<file path="src/rtl/spi_cmd_scheduler_if.sv">
// Packet-in / config-out / draw-command handshake bundle for spi_cmd_scheduler.
// The master side is the SPI accumulator and render engine; the slave side is the scheduler.
interface spi_cmd_scheduler_if;
  logic        i_Acc_DV;
  logic [63:0] i_Acc_Bytes;
  logic        o_Cfg_WE;
  logic [3:0]  o_Cfg_Addr;
  logic [31:0] o_Cfg_Data;
  logic        o_Cmd_Valid;
  logic [47:0] o_Cmd_Data;
  logic        i_Cmd_Ready;
  logic        i_Engine_Busy;
  logic [4:0]  o_Fifo_Level;
  logic        o_Overflow;
  logic [7:0]  o_Err_Count;

  modport master (
    output i_Acc_DV, i_Acc_Bytes, i_Cmd_Ready, i_Engine_Busy,
    input  o_Cfg_WE, o_Cfg_Addr, o_Cfg_Data, o_Cmd_Valid, o_Cmd_Data,
           o_Fifo_Level, o_Overflow, o_Err_Count
  );

  modport slave (
    input  i_Acc_DV, i_Acc_Bytes, i_Cmd_Ready, i_Engine_Busy,
    output o_Cfg_WE, o_Cfg_Addr, o_Cfg_Data, o_Cmd_Valid, o_Cmd_Data,
           o_Fifo_Level, o_Overflow, o_Err_Count
  );
endinterface

</file>
<file path="src/rtl/spi_cmd_scheduler.sv">
// Queues SPI packets and dispatches them as config writes, draw commands or engine syncs.
// state     | meaning
// IDLE      | waiting for a queued packet; pops the head when one exists
// DECODE    | acting on the popped packet's opcode
// ISSUE     | draw command presented, waiting for i_Cmd_Ready
// WAIT_IDLE | sync barrier, waiting for i_Engine_Busy to fall
module spi_cmd_scheduler #(
  parameter int N_BYTES    = 8,
  parameter int FIFO_DEPTH = 4
) (
  input logic          clk,
  input logic          rst_,
  spi_cmd_scheduler_if.slave bus
);
  localparam int PW = N_BYTES * 8;
  localparam int AW = $clog2(FIFO_DEPTH);

  localparam logic [7:0] OP_NOP   = 8'h00;
  localparam logic [7:0] OP_WRITE = 8'h01;
  localparam logic [7:0] OP_DRAW  = 8'h02;
  localparam logic [7:0] OP_SYNC  = 8'h03;

  typedef enum logic [1:0] {IDLE, DECODE, ISSUE, WAIT_IDLE} state_t;

  state_t          state;
  logic [PW-1:0]   mem [FIFO_DEPTH];
  logic [AW-1:0]   wr_ptr;
  logic [AW-1:0]   rd_ptr;
  logic [4:0]      count;
  logic [PW-1:0]   cmd_q;
  logic            full;
  logic            pop;
  logic            push;
  logic            drop;
  logic            unused_addr_hi;

  assign full = (count == 5'(FIFO_DEPTH));
  assign pop  = (state == IDLE) && (count != 5'd0);
  // A full queue still accepts a packet when the head leaves in the same cycle.
  assign push = bus.i_Acc_DV && (!full || pop);
  assign drop = bus.i_Acc_DV && full && !pop;
  assign bus.o_Fifo_Level = count;

  // Only the low nibble of the address byte selects a config register.
  assign unused_addr_hi = ^cmd_q[55:52];

  always_ff @(posedge clk) begin
    if (push) mem[wr_ptr] <= bus.i_Acc_Bytes;
  end

  always_ff @(posedge clk) begin
    if (!rst_) begin
      state           <= IDLE;
      wr_ptr          <= '0;
      rd_ptr          <= '0;
      count           <= 5'd0;
      cmd_q           <= '0;
      bus.o_Cfg_WE    <= 1'b0;
      bus.o_Cfg_Addr  <= 4'd0;
      bus.o_Cfg_Data  <= 32'd0;
      bus.o_Cmd_Valid <= 1'b0;
      bus.o_Cmd_Data  <= 48'd0;
      bus.o_Overflow  <= 1'b0;
      bus.o_Err_Count <= 8'd0;
    end else begin
      bus.o_Cfg_WE <= 1'b0;
      if (push) wr_ptr <= wr_ptr + 1'b1;
      if (pop)  rd_ptr <= rd_ptr + 1'b1;
      case ({push, pop})
        2'b10:   count <= count + 5'd1;
        2'b01:   count <= count - 5'd1;
        default: count <= count;
      endcase
      if (drop) bus.o_Overflow <= 1'b1;

      case (state)
        IDLE: begin
          if (pop) begin
            cmd_q <= mem[rd_ptr];
            state <= DECODE;
          end
        end
        DECODE: begin
          case (cmd_q[63:56])
            OP_NOP: state <= IDLE;
            OP_WRITE: begin
              bus.o_Cfg_WE   <= 1'b1;
              bus.o_Cfg_Addr <= cmd_q[51:48];
              bus.o_Cfg_Data <= cmd_q[31:0];
              state          <= IDLE;
            end
            OP_DRAW: begin
              bus.o_Cmd_Valid <= 1'b1;
              bus.o_Cmd_Data  <= cmd_q[47:0];
              state           <= ISSUE;
            end
            OP_SYNC: state <= WAIT_IDLE;
            default: begin
              if (bus.o_Err_Count != 8'hFF) bus.o_Err_Count <= bus.o_Err_Count + 8'd1;
              state <= IDLE;
            end
          endcase
        end
        ISSUE: begin
          if (bus.i_Cmd_Ready) begin
            bus.o_Cmd_Valid <= 1'b0;
            state           <= IDLE;
          end
        end
        WAIT_IDLE: begin
          if (!bus.i_Engine_Busy) state <= IDLE;
        end
        default: state <= IDLE;
      endcase
    end
  end
endmodule

</file>
<file path="src/flat_wrapper.sv">
// flat-port wrapper written by rule: the top's interface ports become plain ports
module spi_cmd_scheduler_flat 
#(
  parameter int N_BYTES    = 8,
  parameter int FIFO_DEPTH = 4
)
  (clk, rst_, bus_i_Acc_DV, bus_i_Acc_Bytes, bus_i_Cmd_Ready, bus_i_Engine_Busy, bus_o_Cfg_WE, bus_o_Cfg_Addr, bus_o_Cfg_Data, bus_o_Cmd_Valid, bus_o_Cmd_Data, bus_o_Fifo_Level, bus_o_Overflow, bus_o_Err_Count);
  spi_cmd_scheduler_if bus_i ();
  input logic clk;
  input logic rst_;
  input wire logic [$bits(bus_i.i_Acc_DV)-1:0] bus_i_Acc_DV;
  input wire logic [$bits(bus_i.i_Acc_Bytes)-1:0] bus_i_Acc_Bytes;
  input wire logic [$bits(bus_i.i_Cmd_Ready)-1:0] bus_i_Cmd_Ready;
  input wire logic [$bits(bus_i.i_Engine_Busy)-1:0] bus_i_Engine_Busy;
  output wire logic [$bits(bus_i.o_Cfg_WE)-1:0] bus_o_Cfg_WE;
  output wire logic [$bits(bus_i.o_Cfg_Addr)-1:0] bus_o_Cfg_Addr;
  output wire logic [$bits(bus_i.o_Cfg_Data)-1:0] bus_o_Cfg_Data;
  output wire logic [$bits(bus_i.o_Cmd_Valid)-1:0] bus_o_Cmd_Valid;
  output wire logic [$bits(bus_i.o_Cmd_Data)-1:0] bus_o_Cmd_Data;
  output wire logic [$bits(bus_i.o_Fifo_Level)-1:0] bus_o_Fifo_Level;
  output wire logic [$bits(bus_i.o_Overflow)-1:0] bus_o_Overflow;
  output wire logic [$bits(bus_i.o_Err_Count)-1:0] bus_o_Err_Count;
  assign bus_i.i_Acc_DV = bus_i_Acc_DV;
  assign bus_i.i_Acc_Bytes = bus_i_Acc_Bytes;
  assign bus_i.i_Cmd_Ready = bus_i_Cmd_Ready;
  assign bus_i.i_Engine_Busy = bus_i_Engine_Busy;
  assign bus_o_Cfg_WE = bus_i.o_Cfg_WE;
  assign bus_o_Cfg_Addr = bus_i.o_Cfg_Addr;
  assign bus_o_Cfg_Data = bus_i.o_Cfg_Data;
  assign bus_o_Cmd_Valid = bus_i.o_Cmd_Valid;
  assign bus_o_Cmd_Data = bus_i.o_Cmd_Data;
  assign bus_o_Fifo_Level = bus_i.o_Fifo_Level;
  assign bus_o_Overflow = bus_i.o_Overflow;
  assign bus_o_Err_Count = bus_i.o_Err_Count;
  spi_cmd_scheduler #(.N_BYTES(N_BYTES), .FIFO_DEPTH(FIFO_DEPTH)) u_core (.clk(clk), .rst_(rst_), .bus(bus_i));
endmodule
</file>
<file path="config.mk">
export PLATFORM = sky130hd
export DESIGN_NAME = spi_cmd_scheduler_flat
export DESIGN_NICKNAME = d
export VERILOG_FILES = /design/src/rtl/spi_cmd_scheduler_if.sv /design/src/rtl/spi_cmd_scheduler.sv /design/src/flat_wrapper.sv
export SDC_FILE = /design/constraint.sdc
export NUM_CORES = 1
export LEC_CHECK = 0
export CORE_ASPECT_RATIO = 0.5
export CORE_MARGIN = 5
export CORE_UTILIZATION = 39
export CTS_BUF_LIST = sky130_fd_sc_hd__clkbuf_16
export DETAILED_ROUTE_END_ITERATION = 16
export GPL_TIMING_DRIVEN = 0
export SYNTH_ARGS = -nofsm -noshare
export SYNTH_HDL_FRONTEND = slang
export SYNTH_SLANG_ARGS = --single-unit
export TNS_END_PERCENT = 5
</file>
<file path="constraint.sdc">
create_clock -name clk -period 8.7 [get_ports clk]
set_input_delay 1.305 -clock clk [delete_from_list [all_inputs] [get_ports clk]]
set_output_delay 1.305 -clock clk [all_outputs]
set_load 0.1 [all_outputs]
</file>
Word level (Yosys, flattened, before mapping)

Memory sizes are Yosys's and may differ from the RTL's. A register that Yosys moved wholly into a read port is not among the register bits.
Index checks and enable logic that the tools add are counted.
Widths: inputs -> output; s select.

Bitwise operators: 1
Eq/ne operators: 14
Add/subtract/negate cells: 5
Divide/modulo/power cells: 0
Mux-type cells: 12
Reductions and logical operators: 21
Multipliers: 0
Shifts and indexed selects: 0
Order comparisons: 0

Operator list:

| cell                | number |
|---|---|
| $eq 8x2->1 const B  | 2 |
| $pmux 5 s2          | 1 |
| $reduce_and 3->1    | 3 |
| $add 8x1->8 const B | 1 |
| $eq 8x1->1 const B  | 1 |
| $logic_not 8->1     | 1 |
| $ne 8x8->1 const B  | 1 |
| $pmux 2 s4          | 1 |
| $reduce_and 2->1    | 4 |
| $eq 2x2->1 const B  | 3 |
| $mux 2              | 3 |
| $add 5x1->5 const B | 1 |
| $eq 5x3->1 const B  | 1 |
| $mux 1              | 5 |
| $reduce_bool 5->1   | 1 |
| $sub 5x1->5 const B | 1 |
| $add 2x1->2 const B | 2 |
| $eq 2x1->1 const B  | 2 |
| $logic_and 1x1->1   | 4 |
| $ne 2x1->1 const B  | 2 |
| $ne 2x2->1 const B  | 2 |
| $pmux 2 s2          | 1 |
| $reduce_bool 2->1   | 2 |
| $reduce_or 4->1     | 1 |
| 5 further kinds     | 7 |

Logic and storage cells: 65
Input bits: 69
Memory bits (read-only): 0
Memory bits (writable): 256
Output and inout bits: 100
Latch bits: 0
Flip-flop bits (word level): 106
Memories: 1

Memories:

| memory     | words | bits a word | read ports | clocked after Yosys merged registers in | wr ports | RTL line                | text |
|---|---|---|---|---|---|---|---|
| u_core.mem | 4     | 64          | 1          | 1                                       | 1        | spi_cmd_scheduler.sv:26 | `logic [PW-1:0] mem [FIFO_DEPTH];` |

Depth between registers and ports, before layout

Depth after elaboration: 6
Mapped depth: 10
Mapped depth without buffers: 8

Worst setup path after synthesis

Ideal clock, no wire load.

Kind: input to register
From: input bus_i_Acc_DV
To: memory u_core.mem[0][0] (netlist bit) (enable)
Slack: 4.994 ns
Arrival time: 3.282 ns
Setup time: 0.424 ns
Buffers on the path: 1
Stages: 3
Required time: 8.276 ns
Cell sequence: clkbuf_1 > o31a_1 > and2_1

Word-level cells in the longest chain between the ends: 3

Ends and longest elaborated chain:

| element                      | RTL line                | text |
|---|---|---|
| start, declared              | flat_wrapper.sv:11      | `input wire logic [$bits(bus_i.i_Acc_DV)-1:0] bus_i_Acc_DV;` |
| $logic_and 1x1->1            | spi_cmd_scheduler.sv:40 | `assign push = bus.i_Acc_DV && (!full \|\| pop);` |
| $mux 1                       | spi_cmd_scheduler.sv:48 | `if (push) mem[wr_ptr] <= bus.i_Acc_Bytes;` |
| $mux 1 (implied by the code) | spi_cmd_scheduler.sv:48 |  |
| end, declared                | spi_cmd_scheduler.sv:26 |  |

No other way between the ends.

Worst setup path in the final report

From: register u_core.count[0] (netlist: u_core.bus.o_Fifo_Level[0])
To: output bus_o_Fifo_Level[0]

RTL lines:

| element                | RTL line                | text |
|---|---|---|
| start, declared        | spi_cmd_scheduler.sv:29 | `logic [4:0] count;` |
| start signal, assigned | spi_cmd_scheduler.sv:70 | `2'b10: count <= count + 5'd1;` |
| start signal, assigned | spi_cmd_scheduler.sv:71 | `2'b01: count <= count - 5'd1;` |
| start signal, assigned | spi_cmd_scheduler.sv:72 | `default: count <= count;` |
| end, declared          | flat_wrapper.sv:20      | `output wire logic [$bits(bus_i.o_Fifo_Level)-1:0] bus_o_Fifo_Level;` |

No word-level cell between the ends.

==> results.sh <==
export IMPL_required_ns=7.39
export IMPL_nets=1333
export IMPL_hold_buffers=0
export IMPL_synth_top_area_share=0.477
export IMPL_max_freq_mhz=277
export IMPL_areaGrowthSynthToFinish_pct=23.5
export IMPL_post_dp_cell_area_um2=17500
export IMPL_slew_headroom=0.291
export IMPL_cts_tree="built"
export IMPL_synth_distinct_cells=52
export IMPL_synth_edf_count=240
export IMPL_start_util=0.392
export IMPL_status="complete, no violations"
export IMPL_seqPwrFrac=0.436
export IMPL_grt_pass1_vias=9394
export IMPL_finalCritPeriodShare=0.415
export IMPL_cts_setup_buffers=0
export IMPL_drcViolationCount=0
export IMPL_critPathLaunchType="flop"
export IMPL_grt_overflow_total=0
export IMPL_ant_nets=0
export IMPL_wl_per_cell_um=20.1
export IMPL_ctsResizeCount=0
export IMPL_crit_slowest_cell="clkdlybuf4s50_1"
export IMPL_rsz0062_at_grt="false"
export IMPL_vias=9131
export IMPL_dp_cells=1748
export IMPL_crit_path_end_kind="primary output"
export IMPL_drt_iter0_drc=616
export IMPL_place_congestion=0.797
export IMPL_synth_top_cells_by_count="edfxtp_1, nand2_1, dfxtp_1, a21oi_1, mux4_2"
export IMPL_skew_ns=0.0123
export IMPL_critPathMaxStageDelay_ns=1.24
export IMPL_cts_sinks=406
export IMPL_async_reset_ff_frac=0
export IMPL_synthCells=1051
export IMPL_grt_start_max_net_pins=32
export IMPL_antenna_found_initial=0
export IMPL_dieArea_um2=43000
export IMPL_final_max_slew_viol_count=0
export IMPL_yosys_area_top_type="edfxtp_1"
export IMPL_final_cells=1818
export IMPL_path_cells="clkdlybuf4s50_1"
export IMPL_ys_flop_type="edfxtp_1"
export IMPL_final_setup_tns_ns=0
export IMPL_cp_arrival_ns=2.30
export IMPL_peakVddDrop_mv=0.146
export IMPL_synth_area_leaders="edfxtp_1, dfxtp_1, mux4_2, nand2_1, a21oi_2"
export IMPL_yosysMostFrequentCell="edfxtp_1"
export IMPL_finalHoldViolations=0
export IMPL_yosysWarnings=0
export IMPL_pin_count=169
export IMPL_grtUsageTotal=0.169
export IMPL_cp_top_family="buffers and inverters"
export IMPL_post_route_util=0.484
export IMPL_root_buffer="clkbuf_16"
export IMPL_powerDensity_nw_per_um2=284
export IMPL_clkPwrFrac=0.294
export IMPL_syn_nets=1126
export IMPL_routed_wl_um=36600
export IMPL_comb_power_share=0.270
export IMPL_holdWs_ns=0.454
export IMPL_crit_buf_inv=1
export IMPL_firstDrtPassIters=5
export IMPL_rows=51
export IMPL_hp_class="reg -> reg"
export IMPL_criticalPathCategory="reg -> out"
export IMPL_die_h_um=149
export IMPL_insertion_delay_ns=0.54
export IMPL_internal_power_w=0.00362
export IMPL_p_sw_frac=0.317
export IMPL_p_leak_nw=6.29
export IMPL_syn_area_um2=15100
export IMPL_drive_gt1_frac=0.163
export IMPL_portBuffers=163
export IMPL_grt_pass1_wl_um=55400
export IMPL_core_area_um2=38600
export IMPL_worstMarginPinSlew_ns=1.06
export IMPL_cts_max_level=2
export IMPL_power_switching_w=0.00168
export IMPL_dp_hpwl_um=24800
export IMPL_cts_buffer_depth=3
export IMPL_yosys_register_bits=406
export IMPL_setup_viol=0
export IMPL_final_cell_area_um2=18700
export IMPL_maxCapViolCount=0
export IMPL_avgSynthCellArea_um2=14.4
export IMPL_min_period_ns=3.61
export IMPL_seq_area_frac_synth=0.696
export IMPL_num_antenna_cells=0
export IMPL_via_per_inst=5.02
export IMPL_critPathMaxFanout=8
export IMPL_clk_pin_slew_ns=0.06
export IMPL_fp_dieW_um=288
export IMPL_cts_buffers=38
final cells by class:
class / count / area, um2
fillers: 3284 / 19900
inverters: 6 / 22.5
multi-input cells: 574 / 4250
flip-flops and latches: 406 / 10500
repair buffers: 167 / 1710
plain buffers: 65 / 324
well taps: 530 / 663
clock buffers: 42 / 1050
clock inverters: 28 / 121
per-stage QoR:
stage / worst slack, ns / total power, W
finish: 5.09 / 0.00531
floorplan: 4.99 / 0.00337
detailed placement: 4.79 / 0.00379
CTS: 5.07 / 0.00536
global route: 5.04 / 0.00556
global placement: 3.59 / 0.00376
cells by family after synthesis:
logic type | Yosys count | synth area share
flip-flops | 406 | 0.696
AND/OR/NAND/NOR | 312 | 0.0871
AO/OA/AOI/OAI | 150 | 0.0689
multiplexers | 102 | 0.117
buffers and inverters | 71 | 0.0229
adder cells (fa/ha/maj) | 6 | 0.00497
XOR/XNOR | 4 | 0.00232
state kept, by name (all words and copies together) (netlist names), 4 cells and up:
signal / flops
u_core.bus.o_Fifo_Level: 5
u_core.cmd_q: 60
u_core.bus.o_Cfg_Data: 32
u_core.bus.o_Cmd_Data: 48
u_core.bus.o_Err_Count: 8
u_core.bus.o_Cfg_Addr: 4
u_core.mem: 240
power groups by stage:
stage / registers [W] / clock network [W] / logic (W)
6_report: 0.00231 / 0.00156 / 0.00143
5_1_grt: 0.00233 / 0.00167 / 0.00155
4_1_cts: 0.00231 / 0.00160 / 0.00144
3_5_place_dp: 0.00235 / 0 / 0.00144
3_3_place_gp: 0.00236 / 0 / 0.00141
2_1_floorplan: 0.00246 / 0 / 0.000911
final timing paths:
path | startpoint | endpoint | slack [ns] | cells past startpoint
worst min-delay path | u_core.cmd_q[40] | u_core.bus.o_Cmd_Data[40] | 0.45 | 2
worst min register to register | u_core.cmd_q[40] | u_core.bus.o_Cmd_Data[40] | 0.45 | 2
worst max-delay path | u_core.bus.o_Fifo_Level[0] | bus_o_Fifo_Level[0] | 5.09 | 1
worst max register to register | u_core.bus.o_Fifo_Level[2] | u_core.cmd_q[58] | 6.09 | 6
routing by layer:
layer,GRT usage,wire length (um),share of wire
met4,0.0467,740,0.020
met5,0,0,0
met1,0.215,15200,0.42
met3,0.0316,1810,0.049
met2,0.300,18800,0.52
placed cells by master (no fill, tap or decap), types with 14 or more instances in the layout:
master,count
a21oi_1,64
inv_1,14
clkbuf_16,42
nand2_1,224
mux4_2,60
mux2i_1,41
a21oi_2,56
edfxtp_1,240
dfxtp_1,166
clkbuf_1,37
clkdlybuf4s50_1,163
buf_2,16
nor2_1,46
Power figures use the tool's default switching activity.
